--- config.mk ---
export PLATFORM = sky130hd
export DESIGN_NAME = commit_trace_fifo
export DESIGN_NICKNAME = d
export VERILOG_FILES = /design/src/rtl/riscv_pkg.sv /design/src/rtl/sync_fifo.sv /design/src/rtl/commit_trace_fifo.sv
export SDC_FILE = /design/constraint.sdc
export NUM_CORES = 1
export LEC_CHECK = 0
export ABC_AREA = 1
export CORE_MARGIN = 4
export CORE_UTILIZATION = 43
export DETAILED_ROUTE_END_ITERATION = 8
export PLACE_DENSITY = 0.64
export SLEW_MARGIN = 5
export SYNTH_ARGS = -nofsm -noshare
export SYNTH_HDL_FRONTEND = slang
export SYNTH_HIERARCHICAL = 1
export SYNTH_SLANG_ARGS = --single-unit
--- constraint.sdc ---
create_clock -name clk_i -period 17.6 [get_ports clk_i]
set_clock_uncertainty 0.05 [all_clocks]
set_input_delay 2.64 -clock clk_i [delete_from_list [all_inputs] [get_ports clk_i]]
set_output_delay 2.64 -clock clk_i [all_outputs]
set_load 0.01 [all_outputs]
--- src/rtl/riscv_pkg.sv ---
// Shared RISC-V definitions: machine width and the commit trace record
// carried from the core model into the trace buffer.
package riscv_pkg;

  localparam int unsigned XLEN = 32;

  typedef struct packed {
    logic [XLEN-1:0] pc;
    logic [XLEN-1:0] instr;
    logic [4:0]      reg_addr;
    logic [XLEN-1:0] reg_data;
  } trace_entry_t;

  // x0 is hardwired to zero, so a record that names it carries zero write data.
  function automatic trace_entry_t make_trace_entry(
    input logic [XLEN-1:0] pc,
    input logic [XLEN-1:0] instr,
    input logic [4:0]      reg_addr,
    input logic [XLEN-1:0] reg_data
  );
    trace_entry_t entry;
    entry.pc       = pc;
    entry.instr    = instr;
    entry.reg_addr = reg_addr;
    if (reg_addr == 5'd0) begin
      entry.reg_data = {XLEN{1'b0}};
    end else begin
      entry.reg_data = reg_data;
    end
    return entry;
  endfunction

endpackage

--- src/rtl/sync_fifo.sv ---
// Generic first-word fall-through FIFO with pointer-difference occupancy;
// the pointers carry one extra MSB so full and empty are distinguishable.
module sync_fifo #(
  parameter type         T     = logic,
  parameter int unsigned DEPTH = 16,
  localparam int unsigned AW   = $clog2(DEPTH)
) (
  input  logic        clk_i,
  input  logic        rstn_i,
  input  logic        clear_i,
  input  logic        push_i,
  input  logic        pop_i,
  input  T            wdata_i,
  output T            rdata_o,
  output logic [AW:0] count_o,
  output logic        full_o,
  output logic        empty_o
);

  localparam logic [AW:0] FULL_CNT = {1'b1, {AW{1'b0}}};
  localparam logic [AW:0] PTR_ONE  = {{AW{1'b0}}, 1'b1};

  T            mem_q [DEPTH];
  logic [AW:0] wr_ptr_q, wr_ptr_d;
  logic [AW:0] rd_ptr_q, rd_ptr_d;
  logic        do_push_s;
  logic        do_pop_s;

  // A push into a full buffer is only legal when the head leaves the same cycle.
  assign do_pop_s  = pop_i && !empty_o;
  assign do_push_s = push_i && (!full_o || do_pop_s);

  assign count_o = wr_ptr_q - rd_ptr_q;
  assign empty_o = (wr_ptr_q == rd_ptr_q);
  assign full_o  = (count_o == FULL_CNT);
  assign rdata_o = mem_q[rd_ptr_q[AW-1:0]];

  // Next-state pointers; clear overrides any push or pop in the same cycle.
  always_comb begin
    wr_ptr_d = wr_ptr_q;
    rd_ptr_d = rd_ptr_q;
    if (clear_i) begin
      wr_ptr_d = {(AW + 1){1'b0}};
      rd_ptr_d = {(AW + 1){1'b0}};
    end else begin
      if (do_push_s) begin
        wr_ptr_d = wr_ptr_q + PTR_ONE;
      end else begin
        wr_ptr_d = wr_ptr_q;
      end
      if (do_pop_s) begin
        rd_ptr_d = rd_ptr_q + PTR_ONE;
      end else begin
        rd_ptr_d = rd_ptr_q;
      end
    end
  end

  // Pointer registers.
  always_ff @(posedge clk_i or negedge rstn_i) begin
    if (!rstn_i) begin
      wr_ptr_q <= {(AW + 1){1'b0}};
      rd_ptr_q <= {(AW + 1){1'b0}};
    end else begin
      wr_ptr_q <= wr_ptr_d;
      rd_ptr_q <= rd_ptr_d;
    end
  end

  // Storage array; contents are meaningless outside the pointer window, so no reset.
  always_ff @(posedge clk_i) begin
    if (do_push_s && !clear_i) begin
      mem_q[wr_ptr_q[AW-1:0]] <= wdata_i;
    end
  end

endmodule

--- src/rtl/commit_trace_fifo.sv ---
// Commit trace buffer between the core model and a trace consumer: masks x0
// write data, counts records lost to overflow and supports a buffer flush.
module commit_trace_fifo
  import riscv_pkg::*;
#(
  parameter int unsigned DEPTH  = 16,
  parameter int unsigned DROP_W = 16
) (
  input  logic                       clk_i,
  input  logic                       rstn_i,
  input  logic                       update_i,
  input  logic [XLEN-1:0]            pc_i,
  input  logic [XLEN-1:0]            instr_i,
  input  logic [4:0]                 reg_addr_i,
  input  logic [XLEN-1:0]            reg_data_i,
  input  logic                       flush_i,
  output logic                       trace_valid_o,
  input  logic                       trace_ready_i,
  output logic [XLEN-1:0]            trace_pc_o,
  output logic [XLEN-1:0]            trace_instr_o,
  output logic [4:0]                 trace_reg_addr_o,
  output logic [XLEN-1:0]            trace_reg_data_o,
  output logic [$clog2(DEPTH):0]     count_o,
  output logic                       full_o,
  output logic                       empty_o,
  output logic [DROP_W-1:0]          drop_cnt_o
);

  localparam logic [DROP_W-1:0] DROP_MAX = {DROP_W{1'b1}};
  localparam logic [DROP_W-1:0] DROP_ONE = {{(DROP_W - 1){1'b0}}, 1'b1};

  trace_entry_t      wr_entry_s;
  trace_entry_t      head_s;
  logic              pop_s;
  logic              drop_s;
  logic [DROP_W-1:0] drop_cnt_q, drop_cnt_d;

  assign wr_entry_s = make_trace_entry(pc_i, instr_i, reg_addr_i, reg_data_i);
  assign pop_s      = !empty_o && trace_ready_i;
  assign drop_s     = update_i && full_o && !pop_s;

  sync_fifo #(
    .T     (trace_entry_t),
    .DEPTH (DEPTH)
  ) u_store (
    .clk_i   (clk_i),
    .rstn_i  (rstn_i),
    .clear_i (flush_i),
    .push_i  (update_i),
    .pop_i   (pop_s),
    .wdata_i (wr_entry_s),
    .rdata_o (head_s),
    .count_o (count_o),
    .full_o  (full_o),
    .empty_o (empty_o)
  );

  assign trace_valid_o    = !empty_o;
  assign trace_pc_o       = head_s.pc;
  assign trace_instr_o    = head_s.instr;
  assign trace_reg_addr_o = head_s.reg_addr;
  assign trace_reg_data_o = head_s.reg_data;
  assign drop_cnt_o       = drop_cnt_q;

  // Saturating drop counter; a flush empties the buffer but keeps this history.
  always_comb begin
    drop_cnt_d = drop_cnt_q;
    if (drop_s && (drop_cnt_q != DROP_MAX)) begin
      drop_cnt_d = drop_cnt_q + DROP_ONE;
    end else begin
      drop_cnt_d = drop_cnt_q;
    end
  end

  // Drop counter register.
  always_ff @(posedge clk_i or negedge rstn_i) begin
    if (!rstn_i) begin
      drop_cnt_q <= {DROP_W{1'b0}};
    end else begin
      drop_cnt_q <= drop_cnt_d;
    end
  end

endmodule
## Word-level counts from Yosys, hierarchy flattened

Memory sizes are Yosys's and may differ from the RTL's.
Cells that the tools add are included.

- Register bits after elaboration: 26
- Memory bits (writable): 1616
- Input bits: 106
- Output and inout bits: 125
- Word-level logic and storage cells: 33
- Memories: 1

- $add $sub $neg: 4
- Equal/unequal tests: 3
- Multiplexer cells: 7
- Reduce and logical (&&, ||, !) cells: 15

Memory list:

| name | words | bits a word | read ports | clocked after Yosys merged registers in | write ports | line | text |
|---|---|---|---|---|---|---|---|
| u_store.mem_q | 16 | 101 | 1 | 0 | 1 | sync_fifo.sv:23 | `T mem_q [DEPTH];` |

Operator list:

| operator | number |
|---|---|
| $mux W32 | 1 |
| $mux W5 | 4 |
| $add A16 B1 Y16 const B | 1 |
| $ne A16 B16 Y1 const B | 1 |
| $add A5 B1 Y5 const B | 2 |
| $logic_and A1 B1 Y1 | 7 |
| $eq A5 B5 Y1 | 1 |
| $eq A5 B5 Y1 const B | 1 |
| $logic_not A5 Y1 | 1 |
| $sub A5 B5 Y5 | 1 |
| $logic_not A1 Y1 | 4 |
| $reduce_bool A2 Y1 | 2 |
| $mux W1 | 2 |
| $logic_or A1 B1 Y1 | 1 |

## Longest topological paths before layout

Gate-level depths: netlist of the first run.

- Depth in word-level cells: 9
- Mapped depth: 18
- Gate-level depth less buffers: 17

## By module

Netlist of the first run, hierarchy kept.

Modules (own cells, without submodules):

| module | times used | cells an instance | area each (um2) | seq. area each (um2) |
|---|---|---|---|---|
| sync_fifo | 1 | 4549 | 62936.6 | 48776.8 |
| commit_trace_fifo | 1 | 220 | 1322.5 | 400.4 |

## Least setup slack after synthesis of the first run

Ideal clock, no wire load.

- Path kind: input port to flip-flop
- Start: in trace_ready_i
- End: mem u_store/mem_q[10][0] (netlist bit), enable pin
- Setup time: 0.563 ns
- Data arrival time: 7.502 ns
- Data required time: 16.987 ns
- Slack: 9.485 ns
- Cell stages on the path: 7
- Path buffers: 1
- Path through: nand2_1 > inv_1 > nand2_2 > nand4_4 > nand3_4 > buf_6 > nor2_1

- Word-level cells in the longest chain between the ends: 7

RTL lines:

| what | line | text |
|---|---|---|
| start, declared | commit_trace_fifo.sv:18 | `input logic trace_ready_i,` |
| $logic_and A1 B1 Y1 | commit_trace_fifo.sv:39 | `assign pop_s = !empty_o && trace_ready_i;` |
| via pop_s | commit_trace_fifo.sv:34 | `logic pop_s;` |
| $logic_and A1 B1 Y1 | sync_fifo.sv:30 | `assign do_pop_s = pop_i && !empty_o;` |
| $logic_or A1 B1 Y1 | sync_fifo.sv:31 | `assign do_push_s = push_i && (!full_o \|\| do_pop_s);` |
| $logic_and A1 B1 Y1 | sync_fifo.sv:31 |  |
| $logic_and A1 B1 Y1 | sync_fifo.sv:72 | `if (do_push_s && !clear_i) begin` |
| $mux W1 | sync_fifo.sv:72 |  |
| $mux W1 (implied by the code) | sync_fifo.sv:73 | `mem_q[wr_ptr_q[AW-1:0]] <= wdata_i;` |
| end, declared | sync_fifo.sv:23 |  |

The timed path passes the listed nets, and every way through them passes these cells.

## Final worst setup path of the first run

- Start: reg u_store.rd_ptr_q[0]
- End: out trace_reg_data_o[10]

- Word-level cells in the longest chain between the ends: 1

RTL lines:

| what | line | text |
|---|---|---|
| start, declared | sync_fifo.sv:25 | `logic [AW:0] rd_ptr_q, rd_ptr_d;` |
| start signal, assigned | sync_fifo.sv:63 | `rd_ptr_q <= {(AW + 1){1'b0}};` |
| start signal, assigned | sync_fifo.sv:66 | `rd_ptr_q <= rd_ptr_d;` |
| $mem_v2 Z16 W101 | -- |  |
| end, declared | commit_trace_fifo.sv:22 | `output logic [XLEN-1:0] trace_reg_data_o,` |

Every way passes these cells.

==> results.sh, run 1 <==
export IMPL_instances_no_fill=6954
export IMPL_path_cells="inv_16 -> buf_12 -> buf_4 -> o21ai_0 -> o221ai_1 -> nand3_1 -> nand3_1 -> clkdlybuf4s50_1"
export IMPL_synth_fa_ha_area_share_pct=0.2259
export IMPL_synth_largest_area_cell="edfxtp_1"
export IMPL_die_area_sq_um=155700
export IMPL_r2r_setup_slack_ns=11.33
export IMPL_setup_violations=0
export IMPL_status="finished, violations left"
export IMPL_p_switching_mw=2.639
export IMPL_async_flop_share_pct=1.583
export IMPL_post_dp_hpwl_mm=73.81
export IMPL_drt_wl_total_mm=167.1
export IMPL_maxCapViolations=0
export IMPL_cts_hold_buf=0
export IMPL_ys_flop_type="edfxtp_1"
export IMPL_gp_congestion=0.7616
export IMPL_final_antenna_net_count=0
export IMPL_antenna_found_initial=16
export IMPL_area_delta_synth_final_pct=14.15
export IMPL_fin_util_pct=49.50
export IMPL_crit_type="flop to primary output"
export IMPL_via_count=40218
export IMPL_required_ns=14.91
export IMPL_fin_nets=5001
export IMPL_ir_drop_uv=102.9
export IMPL_drt_iter0_drc=4221
export IMPL_postCtsSetupBuffers=0
export IMPL_min_period_ns=8.511
export IMPL_reg2reg_to="u_store/mem_q[1][35]"
export IMPL_reg2reg_depth=15
export IMPL_cts_clk_slew_worst_paths_ns=0.06
export IMPL_crit_family="buffers and inverters"
export IMPL_r2r_start="u_store/rd_ptr_q[1]"
export IMPL_worst_hold_slack_ns=0.5023
export IMPL_slowest_delay_ns=0.96
export IMPL_numPlacedInstances=6648
export IMPL_path_max_fanout=273
export IMPL_synth_top_family_by_area="compound AO/OA/AOI/OAI gates"
export IMPL_path_common_cell="nand3_1"
export IMPL_cts_tree="yes"
export IMPL_core_sq_um=148200
export IMPL_cp_num_cells=8
export IMPL_boundaryPins=231
export IMPL_endpoint="trace_reg_data_o[10]"
export IMPL_pwr_share_clk_pct=35.3
export IMPL_final_hold_viol_count=0
export IMPL_synth_seq_area_share_pct=76.53
export IMPL_power_density_nw_per_um2=129.6
export IMPL_slew_headroom_pct=-0.5025
export IMPL_cts_buffers=164
export IMPL_seq_power_share_pct=46.4
export IMPL_h_tree_depth=4
export IMPL_crit_path_end_kind="primary output"
export IMPL_ys_warn_count=6
export IMPL_fillers=12468
export IMPL_gr_total_overflow=0
export IMPL_finalCritPeriodShare_pct=48.36
export IMPL_grtUsageTotal_pct=20.85
export IMPL_p_sw_share_pct=27.76
export IMPL_hold_class="flop to flop"
export IMPL_drt_vias_per_instance=5.783
export IMPL_synthTopCellsByArea="edfxtp_1, o21ai_0, nor2_1, o22ai_1, nand2_1"
export IMPL_crit_start="u_store/rd_ptr_q[0]"
export IMPL_synth_seq_cells=1642
export IMPL_yosys_cell_types_count=39
export IMPL_multi_input_area_sq_um=13450
export IMPL_violations="max-slew violations"
export IMPL_root_buffer="clkbuf_16"
export IMPL_cts_path_max_buffers=3
export IMPL_regArea_sq_um=49190
export IMPL_synthMuxAreaShare_pct=0
export IMPL_drive_above_1_share_pct=6.320
export IMPL_rsz0062_at_grt="false"
export IMPL_syn_avg_cell_area_sq_um=13.47
export IMPL_route_detailed_drc=0
export IMPL_worst_slew_pin_slew_ns=1.508
export IMPL_clk_latency_ns=0.80
export IMPL_dieWidth_microns=394.6
export IMPL_cpMaxStageDelayCell="buf_4"
export IMPL_portBuffers=230
export IMPL_wl_per_cell_microns=24.02
export IMPL_synth_cells=4769
export IMPL_path_buf_inv=4
export IMPL_die_h_microns=394.6
export IMPL_leakage_nw=23.58
export IMPL_first_pass_iters=6
export IMPL_grt_pass1_vias=38756
export IMPL_cp_start_kind="flop"
export IMPL_synth_compound_area_share_pct=11.38
export IMPL_synth_top_area_share_pct=75.52
export IMPL_yosys_area_share_xor_xnor_pct=0.1227
export IMPL_placementRows=141
export IMPL_fmax_mhz=117.5
export IMPL_syn_nets=4886
export IMPL_synth_area_sq_um=64260
export IMPL_fin_setup_tns_ns=0
export IMPL_critPathArrivalTime_ns=5.82
export IMPL_grt_max_degree=274
export IMPL_cts_sinks=1642
export IMPL_p_int_mw=6.869
export IMPL_comb_power_share_pct=18.3
export IMPL_grt_pass1_wl_mm=246.8
export IMPL_start_util_pct=43.36
export IMPL_synth_edf_count=1616
export IMPL_slew_violations=16
export IMPL_cts_resized=0
export IMPL_p_total_mw=9.508
export IMPL_yosys_area_share_simple_pct=9.000
cells in the final DEF (no fill, tap or decap), types with 8 or more instances in the layout:
master	netlist	layout
bufinv_16	0	11
clkbuf_16	0	165
clkdlybuf4s50_1	0	229
clkinv_1	1	40
edfxtp_1	1616	1616
clkinv_2	1	24
o221ai_1	130	130
nand3_1	185	185
diode_2	0	8
o211ai_1	72	72
nand2_1	343	343
nor2_1	890	873
buf_4	22	37
nand4_1	10	10
dfrtp_1	26	23
buf_12	0	14
inv_1	60	59
clkbuf_1	199	39
o21ai_1	27	27
o21ai_0	784	784
o22ai_1	238	238
nor2_4	1	18
ha_1	10	10
through the flow:
step / worst slack (ns) / instance area, sq um
after floorplan: 9.485 / 64260
after global placement: 10.18 / 68190
after detailed placement: 10.10 / 68190
after CTS: 9.218 / 73330
after global routing: 8.847 / 73330
final: 9.089 / 73350
Yosys cell counts (22+ instances only):
master and n:
edfxtp_1 1616, o21ai_1 27, clkbuf_1 199, o22ai_1 238, nand3_1 185, inv_1 60, o211ai_1 72, dfrtp_1 26
o221ai_1 130, nor2_1 890, nand2_1 343, buf_2 96, buf_4 22, o21ai_0 784
worst min path at each step:
stage	from	end	slack (ns)	cells after the start
after floorplan	u_store/wr_ptr_q[4]	u_store/wr_ptr_q[4]	0.46	2
after global placement	drop_cnt_o[14]	drop_cnt_o[14]	0.47	2
after detailed placement	drop_cnt_o[14]	drop_cnt_o[14]	0.50	2
after CTS	drop_cnt_o[14]	drop_cnt_o[14]	0.51	2
after global routing	drop_cnt_o[14]	drop_cnt_o[14]	0.55	2
final	drop_cnt_o[14]	drop_cnt_o[14]	0.50	2
power by group through the flow:
stage               combinational [mW]  sequential [mW]  clock (mW)
global route                      1.91             4.42        3.58
floorplan                         1.07             4.48           0
global placement                  1.71             4.49           0
CTS                               1.75             4.41        3.41
finish                            1.74             4.41        3.35
detailed placement                1.74             4.50           0
registers in the layout (all words and copies together) (netlist names):
signal	flops
u_store/mem_q	1616
drop_cnt_o	16
u_store/rd_ptr_q	5
u_store/wr_ptr_q	5
worst min-delay path, delay by kind of cell (launching register included):
kind	cells	cell delay [ns]
flip-flops	1	0.40
AND/OR/NAND/NOR	2	0.12
routing by layer:
metal	up-vias	part of all wire [%]	GRT usage, %
li1	18046	-	-
met5	-	0.028	0
met1	20328	43	28.90
met2	1560	47	33.69
met4	8	2.6	6.459
met3	276	7.3	3.805
kinds of logic (layout without fill, tap and decap cells):
group,Yosys count,in the layout
flip-flops,1642,1642
AND/OR/NAND/NOR,1448,1448
AO/OA/AOI/OAI,1262,1262
buffers and inverters,397,644
adder cells (fa/ha/maj),11,11
XOR/XNOR,9,9
other,0,8
cell type report:
cell class              instances  share of cell area, %
diodes                          8                0.02729
clock buffers                 204                  5.829
clock inverters                94                  1.182
inverters                      65                 0.3855
multi-input cells            2730                  18.33
flip-flops and latches       1642                  67.06
well taps                    1930                  3.292
repair buffers                281                  3.893
No activity file was read; power rests on OpenSTA's default activity.
==> inputs of run 2 (changes only) <==
Clock period 17.6 ns to 8.2 ns, I/O delays scaled along.
==> run 2 against run 1 <==
Effect of this change: the run now ends clean; sequential share of layout area about the same; power up 110%; wire length increased by 0.96%; worst hold slack got worse by 0.0046 ns; combinational power increased by 120%; die area unchanged; register-to-register slack lost 8.5 ns; via count rose by 0.22%; utilization about the same; critical path depth fell by 1; non-clock buffer count up 7; cell count about the same; largest power group unchanged.
==> results.sh, run 2 (synthesized netlist as in run 1, its figures left out) <==
export IMPL_cpMaxStageDelayCell="buf_4"
export IMPL_path_buf_inv=3
export IMPL_gp_congestion=0.7673
export IMPL_postCtsSetupBuffers=0
export IMPL_ir_drop_uv=215.6
export IMPL_crit_path_end_kind="primary output"
export IMPL_instances_no_fill=6957
export IMPL_area_delta_synth_final_pct=14.17
export IMPL_crit_family="buffers and inverters"
export IMPL_grt_pass1_wl_mm=248.9
export IMPL_cts_tree="yes"
export IMPL_die_area_sq_um=155700
export IMPL_cts_buffers=164
export IMPL_drt_iter0_drc=4508
export IMPL_slew_headroom_pct=9.205
export IMPL_grtUsageTotal_pct=21.05
export IMPL_cts_path_max_buffers=3
export IMPL_critPathArrivalTime_ns=4.96
export IMPL_drt_vias_per_instance=5.793
export IMPL_slew_violations=0
export IMPL_min_path_cells=2
export IMPL_worst_slew_pin_slew_ns=1.362
export IMPL_wl_per_cell_microns=24.24
export IMPL_core_sq_um=148200
export IMPL_crit_type="flop to primary output"
export IMPL_slowest_delay_ns=0.88
export IMPL_cts_resized=0
export IMPL_setup_slack_ns=1.959
export IMPL_start_util_pct=43.36
export IMPL_grt_pass1_vias=38402
export IMPL_clk_latency_ns=0.77
export IMPL_cp_num_cells=7
export IMPL_numPlacedInstances=6655
export IMPL_maxCapViolations=0
export IMPL_cts_clk_slew_worst_paths_ns=0.06
export IMPL_dp_slack_ns=2.792
export IMPL_finalCritPeriodShare_pct=76.11
export IMPL_largest_reg_flops=1616
export IMPL_h_tree_depth=4
export IMPL_cts_sinks=1642
export IMPL_antenna_found_initial=21
export IMPL_fillers=12522
export IMPL_drt_wl_total_mm=168.6
export IMPL_route_detailed_drc=0
export IMPL_cp_start_kind="flop"
export IMPL_dieWidth_microns=394.6
export IMPL_drive_above_1_share_pct=6.295
export IMPL_worst_hold_slack_ns=0.4976
export IMPL_root_buffer="clkbuf_16"
export IMPL_first_pass_iters=5
export IMPL_grt_max_degree=298
export IMPL_final_cell_mix="edfxtp_1, nor2_1, o21ai_0"
export IMPL_layout_commonest_cell="edfxtp_1"
export IMPL_portBuffers=230
export IMPL_gr_total_overflow=0
export IMPL_min_period_ns=6.241
export IMPL_placementRows=141
export IMPL_fin_nets=5008
export IMPL_die_h_microns=394.6
export IMPL_via_count=40305
export IMPL_final_antenna_net_count=0
export IMPL_status="complete, no violations"
export IMPL_hold_class="flop to flop"
export IMPL_r2r_setup_slack_ns=2.84
export IMPL_leakage_nw=23.57
export IMPL_cts_hold_buf=0
export IMPL_required_ns=6.92
export IMPL_rsz0062_at_grt="false"
export IMPL_fin_setup_tns_ns=0
export IMPL_setup_violations=0
export IMPL_path_max_fanout=89
export IMPL_post_dp_hpwl_mm=78.93
export IMPL_power_density_nw_per_um2=276.2
export IMPL_boundaryPins=231
export IMPL_final_hold_viol_count=0
export IMPL_fmax_mhz=160.2
export IMPL_path_cells="buf_4 -> buf_4 -> o21ai_0 -> o221ai_1 -> nand3_1 -> nand3_1 -> clkdlybuf4s50_1"
export IMPL_p_total_mw=20.27
export IMPL_reg2reg_depth=14
-- run 2: cell count changes in the layout (fill, tap and decap cells not counted), sizes merged --
cell / previous run / this run
inv: 74 / 72
clkbuf: 204 / 210
bufinv: 11 / 6
diode: 8 / 7
buf: 52 / 59
clkinv: 71 / 69
-- run 2: power breakdown --
group	switching (mW)	leakage, nW	internal (mW)
Clock	3.06	2.43	3.96
Sequential	0.0997	14.9	9.38
Combinational	2.47	6.24	1.29
Total	5.63	23.6	14.6
-- run 2: layout make-up --
class | count | area [sq um] | area share (%)
diodes | 7 | 17.52 | 0.02388
clock buffers | 210 | 4392 | 5.986
clock inverters | 85 | 605.6 | 0.8254
inverters | 65 | 282.8 | 0.3854
multi-input cells | 2730 | 13450 | 18.33
flip-flops and latches | 1642 | 49190 | 67.04
well taps | 1930 | 2415 | 3.291
repair buffers | 288 | 3020 | 4.117
-- run 2: worst reg2reg max path, stage by stage, from the launching register on --
cell and delay, ns:
dfrtp_4 0.83, clkinv_8 0.68, ha_1 0.70, nand2_1 0.07, nor2_1 0.04, nand2_1 0.12
inv_1 0.08, inv_1 0.07, nand2_1 0.07, inv_1 0.09, nand2_2 0.11, nand4_4 0.16
nand3_4 0.38, nor2_4 1.08, buf_12 0.40
-- run 2: final timing paths --
kind	from	to
max	u_store/rd_ptr_q[1]	trace_pc_o[29]
min	drop_cnt_o[14]	drop_cnt_o[14]
min reg2reg	drop_cnt_o[14]	drop_cnt_o[14]
max reg2reg	u_store/rd_ptr_q[1]	u_store/mem_q[5][67]
min in group asynchronous	rstn_i	drop_cnt_o[3]
max in group asynchronous	rstn_i	u_store/rd_ptr_q[1]
-- run 2: per-layer routing --
| layer | global-route usage [%] | share of wire [%] |
|---|---|---|
| met5 | 0 | 0.043 |
| met4 | 6.796 | 2.8 |
| met3 | 4.201 | 8.4 |
| met2 | 33.10 | 47 |
| met1 | 29.63 | 42 |
-- run 2: per-stage QoR --
stage | cell area, sq um | util [%]
2_1_floorplan | 64260 | -
3_3_place_gp | 68350 | 46.12
3_5_place_dp | 68350 | 46.12
4_1_cts | 73350 | 49.50
5_1_grt | 73350 | 49.50
6_report | 73370 | 49.51
